## config.mk

```make
export PLATFORM = sky130hd
export DESIGN_NAME = bz_worm_serializer
export DESIGN_NICKNAME = d
export VERILOG_FILES = /design/src/rtl/bz_worm_serializer.sv
export SDC_FILE = /design/constraint.sdc
export NUM_CORES = 1
export LEC_CHECK = 0
export ABC_AREA = 1
export CORE_MARGIN = 2
export CORE_UTILIZATION = 40
export DETAILED_ROUTE_END_ITERATION = 10
export PLACE_DENSITY_LB_ADDON = 0.05
export SYNTH_ARGS = -nofsm -noshare
export SYNTH_HDL_FRONTEND = slang
export SYNTH_SLANG_ARGS = --single-unit
```

## constraint.sdc

```tcl
create_clock -name clk -period 2.6 [get_ports clk]
set_input_delay 0.52 -clock clk [delete_from_list [all_inputs] [get_ports clk]]
set_output_delay 0.52 -clock clk [all_outputs]
set_load 0.005 [all_outputs]
```

## src/rtl/bz_worm_serializer.sv

```systemverilog
// Core-to-router serializer: splits {route, code, data} words into {payload, tail} flits and
// keeps a worm open across consecutive same-route words until route change, word limit or idle timeout.
module bz_worm_serializer #(
   parameter int NPCroute  = 10,
   parameter int NPCcode   = 8,
   parameter int NPCdata   = 24,
   parameter int NHold     = 16,
   parameter int NMaxWords = 8
) (
   input  logic                                clk,
   input  logic                                reset,
   input  logic [NPCroute+NPCcode+NPCdata-1:0] PC_in_channel_d,
   input  logic                                PC_in_channel_v,
   output logic                                PC_in_channel_a,
   input  logic                                is_full,
   output logic [NPCroute:0]                   data_out,
   output logic                                wrreq
);

   localparam int W   = NPCroute;
   localparam int NP  = NPCcode + NPCdata;
   localparam int K   = (NP + W - 1) / W;
   localparam int PW  = K * W;
   localparam int PAD = PW - NP;
   localparam int IW  = (K > 1) ? $clog2(K) : 1;
   localparam int TW  = (NHold > 0) ? $clog2(NHold + 1) : 1;
   localparam int CW  = $clog2(NMaxWords + 1);

   localparam bit            MULTI_FLIT   = (K > 1);
   localparam bit            CAN_CONTINUE = (NHold > 0);
   localparam logic [IW-1:0] IDX_PENULT   = IW'((K > 1) ? K - 2 : 0);
   localparam logic [TW-1:0] HOLD_MAX     = TW'(NHold);
   localparam logic [CW-1:0] WORDS_MAX    = CW'(NMaxWords);

   localparam logic [1:0] S_IDLE = 2'd0;
   localparam logic [1:0] S_HDR  = 2'd1;
   localparam logic [1:0] S_DATA = 2'd2;
   localparam logic [1:0] S_HOLD = 2'd3;

   logic [1:0]    state;
   logic [NP-1:0] payload;
   logic [W-1:0]  last_route;
   logic [IW-1:0] idx;
   logic [W-1:0]  held;
   logic [TW-1:0] timer;
   logic [CW-1:0] words;

   logic [W-1:0]  in_route;
   logic [NP-1:0] in_payload;
   logic [PW-1:0] padded;
   logic [W-1:0]  cur_flit;
   logic          same_route;
   logic          at_limit;
   logic          timed_out;
   logic          continue_worm;
   logic          close_worm;

   assign in_route   = PC_in_channel_d[NP +: W];
   assign in_payload = PC_in_channel_d[NP-1:0];

   // Payload left-aligned in K*W bits so the last flit is zero-padded in its LSBs.
   assign padded   = PW'(payload) << PAD;
   assign cur_flit = padded[PW - 1 - int'(idx) * W -: W];

   assign same_route = (in_route == last_route);
   assign at_limit   = (words == WORDS_MAX);
   assign timed_out  = (timer == HOLD_MAX);

   // With NHold==0 each word closes its own worm, so continuation is disabled outright.
   assign continue_worm = (state == S_HOLD) && CAN_CONTINUE && PC_in_channel_v
                          && same_route && !at_limit && !is_full;
   assign close_worm    = (state == S_HOLD) && !continue_worm
                          && ((PC_in_channel_v && (!same_route || at_limit)) || timed_out);

   always_comb begin
      // NOTE: every output gets a default first so no path leaves it unassigned (no latch).
      wrreq           = 1'b0;
      data_out        = '0;
      PC_in_channel_a = 1'b0;
      if (!reset) begin
         case (state)
            S_IDLE: PC_in_channel_a = PC_in_channel_v;
            S_HDR: begin
               if (!is_full) begin
                  wrreq    = 1'b1;
                  data_out = {last_route, 1'b0};
               end
            end
            S_DATA: begin
               if (!is_full && MULTI_FLIT) begin
                  wrreq    = 1'b1;
                  data_out = {cur_flit, 1'b0};
               end
            end
            default: begin
               if (continue_worm) begin
                  PC_in_channel_a = 1'b1;
                  wrreq           = 1'b1;
                  data_out        = {held, 1'b0};
               end else if (close_worm && !is_full) begin
                  wrreq    = 1'b1;
                  data_out = {held, 1'b1};
               end
            end
         endcase
      end
   end

   always_ff @(posedge clk) begin
      // NOTE: sequential state uses non-blocking assignments so all registers update together.
      if (reset) begin
         state      <= S_IDLE;
         payload    <= '0;
         last_route <= '0;
         idx        <= '0;
         held       <= '0;
         timer      <= '0;
         words      <= '0;
      end else begin
         case (state)
            S_IDLE: begin
               if (PC_in_channel_v) begin
                  payload    <= in_payload;
                  last_route <= in_route;
                  words      <= CW'(1);
                  state      <= S_HDR;
               end
            end
            S_HDR: begin
               if (!is_full) begin
                  idx   <= '0;
                  state <= S_DATA;
               end
            end
            S_DATA: begin
               // The last flit is parked, not written, until the worm's fate is known.
               if (!MULTI_FLIT) begin
                  held  <= padded[W-1:0];
                  timer <= '0;
                  state <= S_HOLD;
               end else if (!is_full) begin
                  if (idx == IDX_PENULT) begin
                     held  <= padded[W-1:0];
                     timer <= '0;
                     state <= S_HOLD;
                  end else begin
                     idx <= idx + IW'(1);
                  end
               end
            end
            default: begin
               if (continue_worm) begin
                  payload <= in_payload;
                  words   <= words + CW'(1);
                  timer   <= '0;
                  idx     <= '0;
                  state   <= S_DATA;
               end else if (close_worm && !is_full) begin
                  state <= S_IDLE;
               end else if (!timed_out) begin
                  timer <= timer + TW'(1);
               end
            end
         endcase
      end
   end

endmodule

```

==> metrics, run 1 <==
outcome complete, but fails checks; failing checks negative setup slack; Clock Skew 7.41 ps; crit path time final 2600 ps; Final Cell Area 0.00548 mm^2; Die ar. 0.0105 mm^2; power density cells 746 mW/mm^2; WP buf/inv 3; vias in the first global route 4,378; first-pass GRT wire length 20,200 um; H-tree levels 3; CP peak stage delay 380 ps; NetSw 1.64 mW; CTS tree built; Core ar. 0.00928 mm^2; Achievable Freq 384 MHz; Netlist cell types 37; dpl ws -282 ps; Initial Util 0.416; Worst Path Max Fanout 13; Hold Vio Cnt, Final 0; CTS Buf Count 9; CP top delay family simple AND/OR/NAND/NOR gates; CP max-delay cell dfxtp_4; crit path from idx[0]$_SDFFE_PP0P_; Synth top cells by count nand2_1 (216), nand3_1 (77), a21oi_1 (68), dfxtp_1 (57), inv_1 (55); Slew HR 0.754; grt ovf 0; reg-to-reg startpoint words[0]$_SDFFE_PP0P_; Yosys top cell by area dfxtp_1; Net Count, Synth 694; GRT Total Usage 0.244; Yosys warnings 0; Logic pwr share 0.457; post-synth top area share 0.295; FP Rows 35; maximum number of pins on one net before global-route repair 36; clock root buffer clkbuf_8; router iterations before antenna repair 5; RSZ-0062 raised after global routing yes; Clk Latency, worst-skew pair 340 ps; initial antenna violation count 0; clock tree sinks 57; number of diodes 0; gpl congestion 0.902; Port Buffers 58; CTS max path bufs 2; Final ANT Viol Nets 0; Final WS setup -3.96 ps; Seq cells post-synth 57; sequential fraction of the synthesis area 0.295; dpl cell area 0.00498 mm^2; Flop pwr share 0.314; final cycle utilization of the critical path 1.00; mapped cell area 0.00386 mm^2; Max-Cap Viols 0; data required time of the worst path 2080 ps; actual slew at the worst max-slew pin 370 ps; share of layout cells above drive strength 1 0.197; worst path cell trace inv_4 > buf_12 > o21ai_0 > nand2_1 > nand2_1 > nand2_1 > nand3_1 > nand2_1 > nand2_1 > nand2_1 > nand2_1 > a21boi_1 > dlygate4sd2_1; fin. max-slew vios 0; clock-pin transition on the worst setup and hold timing paths 70 ps; final setup vio count 1; Avg Vias per Cell 5.09; Die H 102 um; Sw Ratio 0.402; Async SR Flop Fraction 0; Worst IR Drop VDD 0.335 mV; Main synth FF type dfxtp_1; Min-Delay Path Class flop to flop; die width 102 um; crit end category output pin; WS Path Type flop to output pin; Final nets 818; most common cell in the netlist nand2_1; Post-synth EDFFs 0; IO Pins 59; Post-route DRC 0; final WL 12,200 um; area grow syn2layout 41.8%; Mapped Cells 637; initial drt markers 300; routed len/inst 13.7 um; via count 4,560; Hold Path Origin held[9]$_SDFFE_PP0P_; Power Internal 2.44 mW; leakage power 2.40 nW; Syn Area/Cell 6.06 um^2; hpwl dp 8940 um; ranking of synthesized cells by area dfxtp_1 (30%), nand2_1 (21%), nand3_1 (10%), a21oi_1 (8.8%), inv_1 (5.3%); most used cell, CP nand2_1; Clock power frac 0.229; Startpoint Class flop; Critical Path AT 2080 ps
[path summary, 6_finish.rpt]
path	to	slack, ps	cells after the start
max	data_out[9]	-4	13
min reg2reg	held[9]$_SDFFE_PP0P_	490	2
max reg2reg	timer[0]$_SDFFE_PP0P_	590	12
min	held[9]$_SDFFE_PP0P_	490	2
[per-layer routing]
| metal | vias to the layer above | share of wire | track usage | routed length (um) |
|---|---|---|---|---|
| met5 | - | 0 | 0 | 0 |
| li1 | 2341 | - | - | - |
| met4 | 0 | 0.020 | 0.0708 | 248 |
| met1 | 2039 | 0.48 | 0.335 | 5840 |
| met2 | 158 | 0.45 | 0.398 | 5480 |
| met3 | 22 | 0.055 | 0.0376 | 678 |
[sequential cells by signal (all words and copies together) (netlist names)]
signal	count
idx	2
held	2
last_route	10
state	2
timer	5
payload	32
words	4
[cell families after synthesis]
kind of cell | synth area share
AO/OA/AOI/OAI | 0.178
flip-flops | 0.295
adder cells (fa/ha/maj) | 0.0356
XOR/XNOR | 0.0113
AND/OR/NAND/NOR | 0.377
buffers and inverters | 0.103
[metrics by stage]
step                 util  hold slack (ps)  setup TNS, ps  cells  total power [mW]
floorplan               -              430              0    637              2.34
global placement    0.537              454          -1790    864              2.95
detailed placement  0.537              479          -1840    864              2.97
CTS                 0.586              488          -42.5    892              4.08
global route        0.590              503           -294    895              4.39
finish              0.590              486          -3.96    895              4.08
[cell usage in the layout, fill, tap and decap left out, types with 6 or more instances in the layout]
master / instances
a21oi_1: 63
a21oi_2: 6
buf_4: 78
buf_6: 6
clkbuf_8: 9
clkdlybuf4s50_1: 43
dfxtp_1: 55
dlygate4sd2_1: 6
ha_1: 10
inv_1: 54
nand2_1: 212
nand3_1: 75
nor2_1: 31
nor2_2: 6
o211ai_1: 6
o21ai_0: 24
[worst reg2reg max path, delay by kind of cell, from the launching register on]
kind                     cells  cell delay [ps]
AND/OR/NAND/NOR              7              800
flip-flops                   1              380
buffers and inverters        3              360
adder cells (fa/ha/maj)      1              210
AO/OA/AOI/OAI                1              180
[cell type report]
| class | instances | area [um^2] |
|---|---|---|
| multi-input cells | 486 | 2440 |
| well taps | 129 | 161 |
| inverters | 61 | 236 |
| clock buffers | 10 | 128 |
| flip-flops and latches | 57 | 1150 |
| fillers | 952 | 3810 |
| clock inverters | 6 | 92.6 |
| repair buffers | 146 | 1270 |
[repair_timing]
action,4_1_cts,5_1_grt
resized for setup,65,32
pin swaps,16,12
hold buffers,0,0
setup buffers,11,4
endpoints found under the hold margin,0,0
endpoints found under the setup margin,13,10
gates cloned,2,0
[power by group through the flow]
stage	Combinational [mW]	Clock, mW	Sequential (mW)
2_1_floorplan	1.12	0	1.22
3_3_place_gp	1.66	0	1.29
3_5_place_dp	1.68	0	1.29
4_1_cts	1.84	0.963	1.28
5_1_grt	2.08	0.999	1.31
6_report	1.87	0.935	1.28
Power figures use the tool's default switching activity.
==> inputs of run 2 (changes only) <==
==> constraint.sdc (replaced) <==
create_clock -name clk -period 2.9 [get_ports clk]
set_input_delay 0.58 -clock clk [delete_from_list [all_inputs] [get_ports clk]]
set_output_delay 0.58 -clock clk [all_outputs]
set_load 0.005 [all_outputs]
==> metrics, run 2 (same netlist as run 1, synthesis figures left out) <==
crit end category output pin; multi-input gate area in the final layout 0.00241 mm^2 (-1.3%); Top Registers payload x32, last_route x10, timer x5; final setup TNS -17.9 ps (-14.0 ps); Non-Filler Instances 856 (-4.4%); clock-pin transition on the worst setup and hold timing paths 60 ps (about the same); Max-Cap Viols 0 (unchanged); Power, Total 3.35 mW (-18%); Hold-fix buffers, CTS 0 (unchanged); IO Pins 59 (unchanged); Clk Latency, worst-skew pair 340 ps (about the same); router iterations before antenna repair 5 (unchanged); Critical Path AT 2340 ps (+260 ps); die width 102 um (unchanged); via count 4,393 (-3.7%); RSZ-0062 raised after global routing yes; Final WS setup -17.9 ps (-14.0 ps); Power Internal 1.94 mW (-21%); leakage power 2.37 nW (-1.4%); Post-route DRC 0 (unchanged); routed len/inst 13.9 um (+1.3%); Achievable Freq 343 MHz; dpl ws -87.6 ps (+194 ps); grt ovf 0 (unchanged); fin. max-slew vios 0 (unchanged); Flop pwr share 0.343 (+0.029); Startpoint Class flop; CTS tree built; leading cell type in the layout, fill and taps excluded nand2_1; CTS max path bufs 2 (unchanged); Layout Utilization 0.563 (-0.0272); final WL 11,900 um (-3.2%); GRT Total Usage 0.232 (-0.0116); Hold Vio Cnt, Final 0 (unchanged); initial drt markers 218 (-27%); actual slew at the worst max-slew pin 375 ps (+5.88 ps); number of diodes 0 (unchanged); Final nets 780 (-4.6%); WL met3 605 um (-11%); Die ar. 0.0105 mm^2 (unchanged); gpl congestion 0.905 (+0.34%); WS Path Type flop to output pin; hpwl dp 8380 um (-6.3%); Worst Path Max Fanout 7 (-6); FF-to-FF End timer[0]$_SDFFE_PP0P_; Filler cells 966 (+1.5%); max reg flops 32 (unchanged); Sw Ratio 0.421 (+0.0191); share of layout cells above drive strength 1 0.133 (-0.0637); Port Buffers 58 (unchanged); outcome complete, but fails checks; Clock Skew 12.4 ps (+5.02 ps); maximum number of pins on one net before global-route repair 38 (+5.6%); reg-to-reg startpoint idx[0]$_SDFFE_PP0P_; WL met2 5290 um (-3.4%); final cycle utilization of the critical path 1.01; Final ANT Viol Nets 0 (unchanged); crit path time final 2920 ps; Avg Vias per Cell 5.13 (+0.73%); Logic pwr share 0.463 (+0.006); Die H 102 um (unchanged); most frequent cells in the layout nand2_1 (213), nand3_1 (76), a21oi_1 (65); FP Rows 35 (unchanged); reg2reg path depth 10 (-2); final setup vio count 1 (unchanged); Clock power frac 0.193 (-0.036); data required time of the worst path 2320 ps (+240 ps); Worst IR Drop VDD 0.345 mV (+2.9%); clock root buffer clkbuf_8; first-pass GRT wire length 19,200 um (-5.0%); H-tree levels 3 (unchanged); Hold Path Origin held[8]$_SDFFE_PP0P_; clock tree sinks 57 (unchanged); area grow syn2layout 35.2%; initial antenna violation count 0 (unchanged); CTS Buf Count 9 (unchanged); Worst Hold Endpoint held[8]$_SDFFE_PP0P_; register area 0.00115 mm^2 (-0.22%); Initial Util 0.416 (unchanged); vias in the first global route 4,034 (-7.9%); highest routed layer met4; reg2reg setup slack 860 ps (+270 ps); failing checks negative setup slack; Hold Crit Depth 2 (unchanged); power density cells 642 mW/mm^2 (-14%); Slew HR 0.750 (-0.00392); Core ar. 0.00928 mm^2 (unchanged); Min-Delay Path Class flop to flop; wire length on met1 5780 um (-1.0%); NetSw 1.41 mW (-14%); Most flops, register payload; placed cells 833 (-3.6%)
-- run 2: cell type report --
cell class,count,share of cell area
Multi-Input combinational cell,486,0.461
Tap cell,129,0.0309
Clock buffer,11,0.0271
Inverter,61,0.0453
Clock inverter,4,0.00383
Sequential cell,57,0.219
Timing Repair Buffer,108,0.212
-- run 2: worst max path at each step --
stage	end	from	cells past startpoint
floorplan	data_out[2]	idx[0]$_SDFFE_PP0P_	12
global placement	PC_in_channel_a	PC_in_channel_d[39]	12
detailed placement	PC_in_channel_a	PC_in_channel_d[39]	12
CTS	data_out[1]	idx[1]$_SDFFE_PP0P_	10
global route	data_out[1]	idx[0]$_SDFFE_PP0P_	9
finish	data_out[1]	idx[0]$_SDFFE_PP0P_	9
-- run 2: per-stage QoR --
stage | hold WS (ps) | area [um^2]
finish | 465 | 5220
global route | 503 | 5220
CTS | 466 | 5010
detailed placement | 457 | 4750
global placement | 460 | 4750
floorplan | 430 | 3860
-- run 2: power groups by stage --
stage	sequential [mW]	combinational [mW]	clock, mW
final	1.15	1.55	0.648
after global routing	1.18	1.76	0.704
after CTS	1.14	1.45	0.676
after detailed placement	1.16	1.40	0
after global placement	1.15	1.38	0
after floorplan	1.10	1.00	0
-- run 2: timing repair --
item                       in CTS  in global routing
cloned                          0                  3
setup endpoints to repair      11                 12
buffers inserted                2                  3
gates resized for setup        27                 39
pin swaps                       3                  9
-- run 2: routing by layer --
metal / vias up / GRT usage
met3: 17 / 0.0342
met5: - / 0
met4: 0 / 0.0749
met1: 1993 / 0.323
met2: 120 / 0.372
li1: 2263 / -
-- run 2: worst max-delay path, cell delays in order (launching register included) --
cell and delay [ps]:
dfxtp_4 420, buf_4 140, clkbuf_16 140, nand2_1 70, nand3_1 90, o21ai_0 130, o211ai_1 190, nand3_1 160
a21oi_2 150, clkdlybuf4s50_1 500
==> RTL change (config.mk and constraints of run 2) <==
Set the parameter `NPCcode` to 16 (it was 8).
--- a/src/rtl/bz_worm_serializer.sv
+++ b/src/rtl/bz_worm_serializer.sv
@@ -3,5 +3,5 @@
 module bz_worm_serializer #(
    parameter int NPCroute  = 10,
-   parameter int NPCcode   = 8,
+   parameter int NPCcode   = 16,
    parameter int NPCdata   = 24,
    parameter int NHold     = 16,
Ports: changed (resized PC_in_channel_d); port bits go from 59 to 67. No check against the original RTL was run, so the function may have changed too.
==> RTL change against run 2 <==
- power grew 48%
- hold slack lost 0.0083 ns
- sequential share of layout area shrank 0.086 points
- maximum frequency grew 1.1%
- synthesized area grew 30%
- worst setup slack gained 0.032 ns
- final area grew 29%
- sequential cell count grew 16
- via count grew 22%
- sequential power grew 24%
- routed wire length grew 35%
- critical path type is now in2out
==> RTL change: results (changes against run 2) <==
- Status: finished, final reports clean
- Crit path to: data_out[3]
- Largest register FFs: 40 (+25%)
- First-pass GRT wire length: 25.3 mm (+32%)
- Syn nets: 830 (+20%)
- Worst reg2reg path depth: 15 (+5)
- Latest clock arrival within the worst-skew pair: 0.35 ns
- Total track usage: 24.1% (+0.84 points)
- Drt wl/cell: 15.3 um (+11%)
- Worst VDD drop: 465 uV (+35%)
- Reg2reg end: idx[1]
- Root Driver: clkbuf_16
- Fmax: 346 MHz (+1.1%)
- Final net count: 935 (+20%)
- Initial DRC Count: 454 (+110%)
- Crit path max fanout: 10 (+3)
- Slack of the worst reg-to-reg path: 0.49 ns (-0.37 ns)
- Largest net degree at the start of global routing: 44 (+16%)
- Share of post-route cells with drive strength above 1: 25.1% (+12 points)
- Clock Skews: 0.00405 ns (-0.00838 ns)
- Hpwl dp: 11.7 mm (+39%)
- Vias in the first global route: 5159 (+28%)
- Seq/Total Area, Yosys: 29.0% (-0.52 points)
- Yosys cell types: 40 (+8.1%)
- Setup WS pre-CTS: -0.163 ns (-0.0754 ns)
- Placer Congestion: 0.907 (+0.25%)
- Crit Reg-Reg Startpoint: words[0]
- Commonest cells post-synth: nand2_1 (216), inv_1 (78), dfxtp_1 (73), a21oi_1 (58), nand3_1 (49)
- Slowest CP cell: clkdlybuf4s50_1
- Worst Max-Slew Pin Slew: 0.501 ns (+0.126 ns)
- Worst stage delay on the critical path: 0.50 ns (about the same)
- I/O Buffers: 66 (+14%)
- Vias: 5356 (+22%)
## RTL change: metal layers
metal / wire, um / GRT usage, %
met1: 7760 / 33.4
met2: 7340 / 38.8
met4: 199 / 6.83
met3: 693 / 4.05
met5: 0 / 0
## RTL change: where the power goes
| group | total (mW) | internal, mW | switching (mW) | leakage (nW) |
|---|---|---|---|---|
| logic | 2.24 | 0.893 | 1.34 | 2.13 |
| clock network | 1.30 | 0.859 | 0.438 | 0.172 |
| registers | 1.43 | 1.22 | 0.206 | 0.597 |
## RTL change: worst register-to-register path, cell delays in order (launching register included)
cell      delay, ns
dfxtp_1        0.33
inv_1          0.11
ha_1           0.16
nand3b_1       0.17
nand3_1        0.16
nor2_2         0.06
buf_4          0.13
buf_4          0.12
buf_4          0.12
buf_4          0.12
buf_4          0.12
nand3_1        0.09
nand2_1        0.14
o21ai_0        0.26
nand2_1        0.08
a21oi_1        0.17
## RTL change: logic make-up (layout without fill, tap and decap cells)
| logic type | Yosys count | count (layout) | share of synthesized area [%] |
|---|---|---|---|
| simple gates | 368 | 368 | 32.4 |
| compound gates | 184 | 184 | 23.5 |
| buf+inv | 127 | 237 | 12.0 |
| flops | 73 | 73 | 29.0 |
| fa+ha+maj | 11 | 11 | 2.73 |
| xor+xnor | 2 | 2 | 0.348 |
## RTL change: layout make-up
type                       count  area [um^2]
inverter                      90          348
tap                          168          210
multi-input combinational    565         3090
timing repair buffer         131         1260
fill                        1260         5440
clock buffer                  10          239
sequential                    73         1470
clock inverter                 6          105
## RTL change: metrics by stage
step,std cells,hold slack (ns)
after detailed placement,1016,0.450
final,1043,0.457
after CTS,1041,0.458
after floorplan,765,0.425
after global routing,1043,0.489
after global placement,1016,0.451
## RTL change: how the worst min path moves through the flow
stage | from | to | slack (ns) | cells past startpoint
after global placement | held[5] | held[5] | 0.45 | 2
after CTS | held[2] | held[2] | 0.46 | 2
final | held[1] | held[1] | 0.46 | 2
after floorplan | held[0] | held[0] | 0.42 | 2
after detailed placement | held[2] | held[2] | 0.45 | 2
after global routing | padded[23] | padded[23] | 0.49 | 2
## RTL change: timing repair
item / 4_1_cts / 5_1_grt
pin swaps: 3 / 1
setup endpoints to repair: 13 / 10
setup buffers: 8 / 0
gates cloned: 1 / 2
gates resized for setup: 58 / 20
